==> src/rtl/cdm_pkg.sv <==
// cdm_pkg: shared types and helpers for the row-serial carry-disregard multiplier.
// Optional feature macro used by the design: CDM_EXACT_MODE_EN.
package cdm_pkg;

    // Top-level control states
    typedef enum logic [1:0] {
        IDLE = 2'd0,
        RUN  = 2'd1,
        DONE = 2'd2
    } state_t;

    // Lowest result column of the carry-propagating region in the final row
    function automatic int cdm_exact_top(input int w, input int exact_cols);
        return w - 1 - exact_cols;
    endfunction

    // Legal parameter space; checked at elaboration by the top level
    function automatic bit cdm_params_ok(input int wa, input int wb, input int exact_cols);
        return (wa >= 2) && (wb >= 2) && (exact_cols >= 0) && (exact_cols <= wa - 1);
    endfunction

endpackage

==> src/rtl/cdm_row_step.sv <==
// cdm_row_step: one accumulate step of the multiplier (combinational).
// Approximate rule: XOR every row; the final row adds with carries only in
// columns [W-1:T]. With CDM_EXACT_MODE_EN defined, exact=1 selects a full add.
module cdm_row_step
    import cdm_pkg::*;
#(
    parameter int W          = 12,
    parameter int EXACT_COLS = 2
) (
    input  logic [W-1:0] acc,
    input  logic [W-1:0] pp,
    input  logic         is_last,
    input  logic         exact,
    output logic [W-1:0] acc_nxt
);

    localparam int T = cdm_exact_top(W, EXACT_COLS);

    logic [W-1:0]   xor_v;
    logic [W-T-1:0] hi_sum;

    // Carry-free XOR accumulate, with a short carry chain on the last row's top columns
    always_comb begin
        xor_v   = acc ^ pp;
        hi_sum  = acc[W-1:T] + pp[W-1:T];
        acc_nxt = is_last ? {hi_sum, xor_v[T-1:0]} : xor_v;
`ifdef CDM_EXACT_MODE_EN
        if (exact) acc_nxt = acc + pp;
`endif
    end

`ifndef CDM_EXACT_MODE_EN
    // Mode input exists in both builds; without the feature it has no effect
    logic unused_exact;
    assign unused_exact = exact;
`endif

endmodule

==> src/rtl/cdm_seq_mult.sv <==
// cdm_seq_mult: row-serial carry-disregard approximate multiplier with
// valid/ready handshakes. One multiplier row is folded in per clock, so an
// operation takes WB+2 cycles (accept, WB rows, present).
// Optional feature macro: CDM_EXACT_MODE_EN (per-operation exact product).
module cdm_seq_mult
    import cdm_pkg::*;
#(
    parameter int WA         = 8,
    parameter int WB         = 4,
    parameter int EXACT_COLS = 2
) (
    input  logic            clk,
    input  logic            rst_n,
    input  logic            in_valid,
    output logic            in_ready,
    input  logic [WA-1:0]   in_a,
    input  logic [WB-1:0]   in_b,
    input  logic            in_exact,
    output logic            out_valid,
    input  logic            out_ready,
    output logic [WA+WB-1:0] out_r
);

    localparam int W  = WA + WB;
    localparam int RW = $clog2(WB);
    localparam logic [RW-1:0] LAST_ROW = RW'(WB - 1);

    generate
        if (!cdm_params_ok(WA, WB, EXACT_COLS)) begin : g_bad_params
            $error("cdm_seq_mult: illegal WA/WB/EXACT_COLS combination");
        end
    endgenerate

    state_t         state, state_nxt;
    logic [WA-1:0]  a_q;
    logic [WB-1:0]  b_q;
    logic           exact_q;
    logic [W-1:0]   acc, acc_nxt, pp;
    logic [RW-1:0]  row;
    logic           is_last;

    assign is_last = (row == LAST_ROW);
    // Rows with a zero multiplier bit still take their cycle (data-independent latency)
    assign pp      = b_q[row] ? (W'(a_q) << row) : '0;
    assign out_r   = acc;

    cdm_row_step #(
        .W          (W),
        .EXACT_COLS (EXACT_COLS)
    ) u_row_step (
        .acc     (acc),
        .pp      (pp),
        .is_last (is_last),
        .exact   (exact_q),
        .acc_nxt (acc_nxt)
    );

    // State register
    always_ff @(posedge clk or negedge rst_n) begin
        if (!rst_n) state <= IDLE;
        else        state <= state_nxt;
    end

    // Next-state and handshake outputs
    always_comb begin
        state_nxt = state;
        in_ready  = 1'b0;
        out_valid = 1'b0;
        case (state)
            IDLE: begin
                in_ready = 1'b1;
                if (in_valid) state_nxt = RUN;
            end
            RUN: begin
                if (is_last) state_nxt = DONE;
            end
            DONE: begin
                out_valid = 1'b1;
                if (out_ready) state_nxt = IDLE;
            end
            default: state_nxt = IDLE;
        endcase
    end

    // Operand capture on accept; accumulate and advance row while running
    always_ff @(posedge clk or negedge rst_n) begin
        if (!rst_n) begin
            a_q     <= '0;
            b_q     <= '0;
            exact_q <= 1'b0;
            acc     <= '0;
            row     <= '0;
        end else if (state == IDLE && in_valid) begin
            a_q <= in_a;
            b_q <= in_b;
`ifdef CDM_EXACT_MODE_EN
            exact_q <= in_exact;
`else
            exact_q <= 1'b0;
`endif
            acc <= '0;
            row <= '0;
        end else if (state == RUN) begin
            acc <= acc_nxt;
            // Wrap at the last row so the counter never points past WB-1
            row <= is_last ? '0 : row + RW'(1);
        end
    end

`ifndef CDM_EXACT_MODE_EN
    // Mode request is accepted on the port but ignored in this build
    logic unused_in_exact;
    assign unused_in_exact = in_exact;
`endif

endmodule

==> config.mk <==
export PLATFORM = sky130hd
export DESIGN_NAME = cdm_seq_mult
export DESIGN_NICKNAME = d
export VERILOG_FILES = /design/src/rtl/cdm_pkg.sv /design/src/rtl/cdm_row_step.sv /design/src/rtl/cdm_seq_mult.sv
export SDC_FILE = /design/constraint.sdc
export NUM_CORES = 1
export LEC_CHECK = 0
export BUFFER_PORTS_ARGS = -buffer_cell sky130_fd_sc_hd__buf_2
export CAP_MARGIN = 30
export CORE_ASPECT_RATIO = 0.5
export CORE_UTILIZATION = 54
export DETAILED_ROUTE_END_ITERATION = 6
export PLACE_DENSITY = 0.81
export REMOVE_ABC_BUFFERS = 1
export SYNTH_ARGS = -nofsm -noshare
export SYNTH_HDL_FRONTEND = slang
export SYNTH_HIERARCHICAL = 1
export SYNTH_SLANG_ARGS = --single-unit
==> constraint.sdc <==
create_clock -name clk -period 2.5 [get_ports clk]
set_clock_uncertainty 0.1 [all_clocks]
set_input_delay 0.375 -clock clk [delete_from_list [all_inputs] [get_ports clk]]
set_output_delay 0.375 -clock clk [all_outputs]
set_load 0.01 [all_outputs]
==> results of run 1 <==
[cell type report]
| cell class | instances | area [sq um] |
|---|---|---|
| Tap cell | 37 | 46.3 |
| Multi-Input combinational cell | 85 | 813 |
| Clock buffer | 4 | 55.1 |
| Fill cell | 228 | 895 |
| Inverter | 4 | 15.0 |
| Sequential cell | 28 | 701 |
| Timing Repair Buffer | 33 | 175 |
[sequential cells by signal, summed over array words and instances, names as in the netlist]
signal / flops
out_r: 12
a_q: 8
b_q: 4
row: 2
state: 2
[routing by layer]
layer  vias to the layer above  part of all wire [%]
li1                        500                     -
met1                       521                    49
met2                        28                    47
met3                         2                   3.7
met4                         0                  0.39
met5                         -                     0
[kinds of logic (layout without fill, tap and decap cells)]
kind of cell               count (synthesis)  count (layout)  share of synthesized area (%)
other                                      1               1                          0.235
AOI/OAI and AO/OA                         23              23                           11.5
and+or+nand+nor                           24              24                           8.93
adders and majority gates                  4               4                           3.61
xor gates and xnor gates                  11              11                           6.03
buffers and inverters                     12              41                           5.17
DFF                                       28              28                           43.9
muxes                                     22              22                           20.6
[cell usage in the layout (no fill, tap or decap), drive strengths merged, types with 2 or more instances in the layout]
cell type,netlist,final
and2,2,2
buf,7,33
a21oi,4,4
dfrtp,28,28
nand2,3,3
mux2,14,14
nand3,2,2
xnor2,2,2
nor2,5,5
mux2i,4,4
nor2b,6,6
clkbuf,1,4
ha,3,3
nand3b,3,3
inv,4,4
a22o,15,15
mux4,4,4
xor2,9,9
[power by group]
part	switching (mW)	leakage (nW)	internal [mW]
clock	0.142	0.0288	0.141
sequential	0.231	0.344	0.674
combinational	0.626	0.508	0.796
total	0.999	0.881	1.61
[worst reg2reg max path: stages (launching register included)]
cell,delay (ns)
dfrtp_1,0.46
nand3_1,0.10
o21ai_0,0.08
and2_1,0.15
ha_1,0.13
inv_1,0.05
fa_1,0.37
nor2b_1,0.15
xnor2_1,0.08
a22o_1,0.20
[through the flow]
| stage | instances | setup slack [ns] | cell area (sq um) | hold slack [ns] | utilization [%] |
|---|---|---|---|---|---|
| floorplan | 117 | 0.358 | 1530 | -0.0206 | - |
| global placement | 187 | 0.610 | 1750 | 0.316 | 64.8 |
| detailed placement | 187 | 0.589 | 1750 | 0.325 | 64.8 |
| CTS | 191 | 0.557 | 1810 | 0.0188 | 66.9 |
| global route | 191 | 0.427 | 1810 | 0.0333 | 66.9 |
| finish | 191 | 0.535 | 1810 | -0.00402 | 66.9 |
[worst paths after layout]
check                           startpoint         to  cells after the start
worst max-delay path                a_q[6]  out_r[11]                      9
worst min-delay path                 rst_n     a_q[1]                      1
worst max register to register      a_q[6]  out_r[11]                      9
worst min register to register    out_r[9]   out_r[9]                      1
max in group asynchronous            rst_n     a_q[7]                      1
min in group clk                   in_a[0]     a_q[0]                      2
==> summary.txt, run 1 <==
Global route
  – First-pass GRT wire length: 5020 um
  – Initial antenna violation count: 0
  – Total gr overflow: 0
  – Global Route Usage Sum: approximately 22%
  – Met2 GRT Util: 38.9%
  – Grt met1 use: a little under 30%
  – Gr busiest metal: met2
  – Number of global-route vias before repair: 1033
  – Met3 usage: 4.77%
  – Largest net degree at the start of global routing: 29

Floorplanning
  – Die area: 3190 sq um
  – CORE AREA: between 2000 and 3000 sq um
  – Initial Util: 59.1%
  – Die Y: just over 40 um
  – DIE WIDTH: 78.9 um
  – I/O pin count: 31
  – Row count: 13

Clocking
  – Worst-path clk slew: 0.09 ns
  – TritonCTS Buffers: 3
  – Postcts setup bufs: 0
  – Max clock buf depth: 2
  – CTS tree: built
  – CTS sink count: 28
  – CTS Root Cell: clkbuf_8
  – Worst-Skew Late Latency: 0.28 ns
  – CTS Hold Bufs: 0
  – H-tree depth: 1
  – Post-CTS Resized: 0

STA
  – RSZ-0062 raised after global routing: false
  – FMAX: 509 MHz
  – Period minus WS final: 1.96 ns
  – Fin crit share: 78.6%
  – Setup TNS: 0 ns
  – Worst slew pin tran: 0.623 ns
  – Final Hold Vio Count: 4
  – Min Hold Slack: -0.00402 ns
  – Max-slew headroom: 58.3%
  – Max Slew Vio Count: 0
  – Final setup fails: 0

Critical path
  – Slowest CP cell: dfrtp_1
  – CP delay by family, top: adder cells
  – R2R setup slack: 0.54 ns
  – Crit path launch type: register
  – Critical path class: register to register
  – Critical path arrival: 2.04 ns
  – Worst Path Max Fanout: 5
  – Critical path capture point type: register
  – Crit-path cells: nand3_1 -> o21ai_0 -> and2_1 -> ha_1 -> inv_1 -> fa_1 -> nor2b_1 -> xnor2_1 -> a22o_1
  – Buf/Inv on CP: 1
  – Critical path data required time: 2.58 ns
  – CP max stage delay: about 0.46 ns

Drt
  – Total wire length: approximately 3000 um
  – DRC marker count from the first detailed-route iteration: 57
  – Router iterations before antenna repair: 4
  – Via/cell ratio: 5.50
  – Post-route ant nets: 0
  – Post-route DRC: 0
  – WL/cell: 15.9 um
  – Vias: roughly 1100

Min path
  – Hold Path Class: primary input to async pin

Synthesis
  – Ys flop type: dfrtp_1
  – Syn Inst Count: 125
  – Post-synthesis sequential area ratio: 43.9%
  – FFs w/ async S/R, synth: between 90% and 100%
  – EDFF count, synth: 0
  – #FFs+latches synth: 28
  – Syn Area/Cell: 12.8 sq um
  – Count of unique library cells instantiated by Yosys: 34
  – Yosys warning count: 6
  – Syn Std Cell Area: 1600 sq um
  – Largest cells by area after synthesis: dfrtp_1, mux2_4, a22o_1
  – Cell taking the most area after synthesis: dfrtp_1
  – Top-count cell post-synth: dfrtp_1
  – Synth top area share: a little over two fifths
  – Commonest cells post-synth: dfrtp_1, a22o_1, mux2_4

Power
  – Power Density: between 1000 and 1500 nW/um^2
  – Leakage power figure: 0.881 nW
  – Tot Pwr: 2.61 mW
  – Maximum VDD drop: 550 uV

Final layout
  – Layout cell share with drive strength beyond 1: 39.0%
  – Area grow syn2layout: 13.1%
  – Nets: ~180
  – ANT cells: 0

Run status
  – Failing checks: hold timing
  – Status: finished with violations

Run
  – Max cap viols: 0

Placed design
  – Final GP Congestion: approximately 0.75
  – Count of input and output buffers: 29
  – Detailed placement HPWL: 2110 um
Power figures use the tool's default switching activity.
==> run 2, diff against run 1 <==
--- a/config.mk
+++ b/config.mk
@@ -8,9 +8,9 @@
 export BUFFER_PORTS_ARGS = -buffer_cell sky130_fd_sc_hd__buf_2
 export CAP_MARGIN = 30
 export CORE_ASPECT_RATIO = 0.5
-export CORE_UTILIZATION = 54
+export CORE_UTILIZATION = 49
 export DETAILED_ROUTE_END_ITERATION = 6
-export PLACE_DENSITY = 0.81
+export PLACE_DENSITY = 0.78
 export REMOVE_ABC_BUFFERS = 1
 export SYNTH_ARGS = -nofsm -noshare
 export SYNTH_HDL_FRONTEND = slang
==> constraint.sdc (replaced) <==
create_clock -name clk -period 1.8 [get_ports clk]
set_clock_uncertainty 0.1 [all_clocks]
set_input_delay 0.27 -clock clk [delete_from_list [all_inputs] [get_ports clk]]
set_output_delay 0.27 -clock clk [all_outputs]
set_load 0.01 [all_outputs]
==> run 2 against run 1 <==
  * The flow finishes with violations (setup timing)
  * Sequential cell count is the same
  * Worst hold slack improved by 0.12 ns
  * Critical path depth decreased by 1
  * Fmax grew 1.5%
  * Largest cell class unchanged
==> summary.txt, run 2 (synthesized netlist as in run 1, its figures left out) <==
Drt
  – Post-route DRC: 0
  – Vias: 1144
  – Via/cell ratio: about 5.5
  – Total wire length: 3530 um
  – Post-route ant nets: 0
  – Router iterations before antenna repair: 4
  – WL/cell: 16.9 um
  – DRC marker count from the first detailed-route iteration: 56

Clocking
  – Max clock buf depth: 2
  – CTS tree: built
  – CTS Root Cell: clkbuf_8
  – CTS sink count: 28
  – Worst-Skew Late Latency: 0.28 ns
  – TritonCTS Buffers: 3
  – Worst-path clk slew: 0.09 ns
  – H-tree depth: 1

Final layout
  – Area grow syn2layout: 26.7%
  – Footprint of the multi-input gates: 882 sq um
  – Fill cell count: approximately 230
  – Register Area: 702 sq um
  – Commonest non-fill, non-tap cell in the layout: buf_2
  – Final Instance Count excl. Fillers: ~210
  – Layout cell share with drive strength beyond 1: 52.7%
  – Fin util: 66.4%
  – Max reg flops: 12
  – Most frequent cells in the layout: buf_2, dfrtp_1, a22o_1, buf_4, mux2_4
  – ANT cells: 0
  – Nets: roughly 190

STA
  – FMAX: 517 MHz
  – RSZ-0062 raised after global routing: true
  – Final worst slack: -0.136 ns
  – Worst slew pin tran: 0.613 ns
  – Setup TNS: -0.839 ns
  – Fin crit share: 108%
  – Period minus WS final: 1.94 ns
  – Max Slew Vio Count: 0
  – Final setup fails: 9
  – Final Hold Vio Count: 0
  – Max-slew headroom: 59.1%

Critical path
  – Buf/Inv on CP: 3
  – Critical path class: register to register
  – Most used cell, CP: buf_4
  – Crit-path cells: buf_4 -> buf_4 -> buf_4 -> mux2i_1 -> mux2_4 -> nor2_1 -> xor2_1 -> a22o_1
  – CP delay by family, top: multiplexers
  – Slowest CP cell: dfrtp_1
  – Critical path capture point type: register
  – Critical path data required time: 1.86 ns
  – Worst Path Max Fanout: 7
  – CP max stage delay: about 0.42 ns
  – Crit path launch type: register
  – Critical path arrival: 2.00 ns

Placed design
  – Post-place setup slack: -0.143 ns
  – Placed Cells: 196
  – Final GP Congestion: 0.780
  – Detailed placement HPWL: 2140 um
  – Count of input and output buffers: 29

Global route
  – Largest net degree at the start of global routing: 29
  – Initial antenna violation count: 0
  – First-pass GRT wire length: 5110 um
  – Global Route Usage Sum: 20.1%
  – Total gr overflow: 0
  – Number of global-route vias before repair: 1091

Floorplanning
  – DIE WIDTH: between 80 and 90 um
  – I/O pin count: 31
  – CORE AREA: a little over 3000 sq um
  – Initial Util: 52.4%
  – Die Y: 42.4 um
  – Die area: 3500 sq um
  – Row count: 14

Power
  – Leakage power figure: 0.984 nW
  – Power Density: 2090 nW/um^2
  – Maximum VDD drop: 1140 uV

Run status
  – Failing checks: setup timing
  – Status: finished with violations

Min path
  – Hold Path Class: primary input to register

Run
  – Max cap viols: 0
[run 2: cell count changes in the layout (fill, tap and decap cells not counted), sizes merged]
| cell | before | now |
|---|---|---|
| buf | 33 | 47 |
| dlygate4sd3 | 0 | 1 |
[run 2: final timing paths]
path / cells after the start / from / slack (ns) / to
max in group asynchronous: 2 / rst_n / 0.73 / row[0]
min in group asynchronous: 2 / rst_n / 0.43 / state[1]
worst min-delay path: 2 / in_a[4] / 0.11 / a_q[4]
worst max-delay path: 8 / b_q[2] / -0.14 / out_r[2]
worst min register to register: 1 / state[0] / 0.43 / state[0]
worst max register to register: 8 / b_q[2] / -0.14 / out_r[2]
[run 2: repair_timing]
action	in CTS	in global routing
setup endpoints to repair	6	6
pin swaps	3	7
hold buffers	1	0
setup buffers	2	6
gates resized for setup	3	22
endpoints found under the hold margin	28	0
[run 2: area by class of cell]
class | count | share of cell area [%]
Multi-Input combinational cell | 85 | 43.6
Tap cell | 40 | 2.47
Inverter | 4 | 0.742
Clock buffer | 4 | 2.72
Sequential cell | 28 | 34.7
Timing Repair Buffer | 48 | 15.8
[run 2: report_power, final]
part	total [mW]	switching (mW)	internal (mW)	leakage, nW
Sequential	1.25	0.314	0.938	0.343
Combinational	2.58	1.10	1.48	0.612
Clock	0.390	0.193	0.196	0.0288
Total	4.22	1.61	2.62	0.984
[run 2: metrics by stage]
stage	power (mW)	hold slack, ns	cell area (sq um)
floorplan	2.69	-0.126	1530
global placement	3.26	0.209	1810
detailed placement	3.36	0.221	1810
CTS	3.82	0.107	1900
global route	4.48	0.112	2020
finish	4.22	0.114	2020
[run 2: layer usage]
layer	share of wire [%]	GRT usage [%]	wire length [um]
met1	45	27.7	1590
met2	50	30.2	1760
met3	4.4	6.09	157
met4	0.93	7.24	33
met5	0	0	0
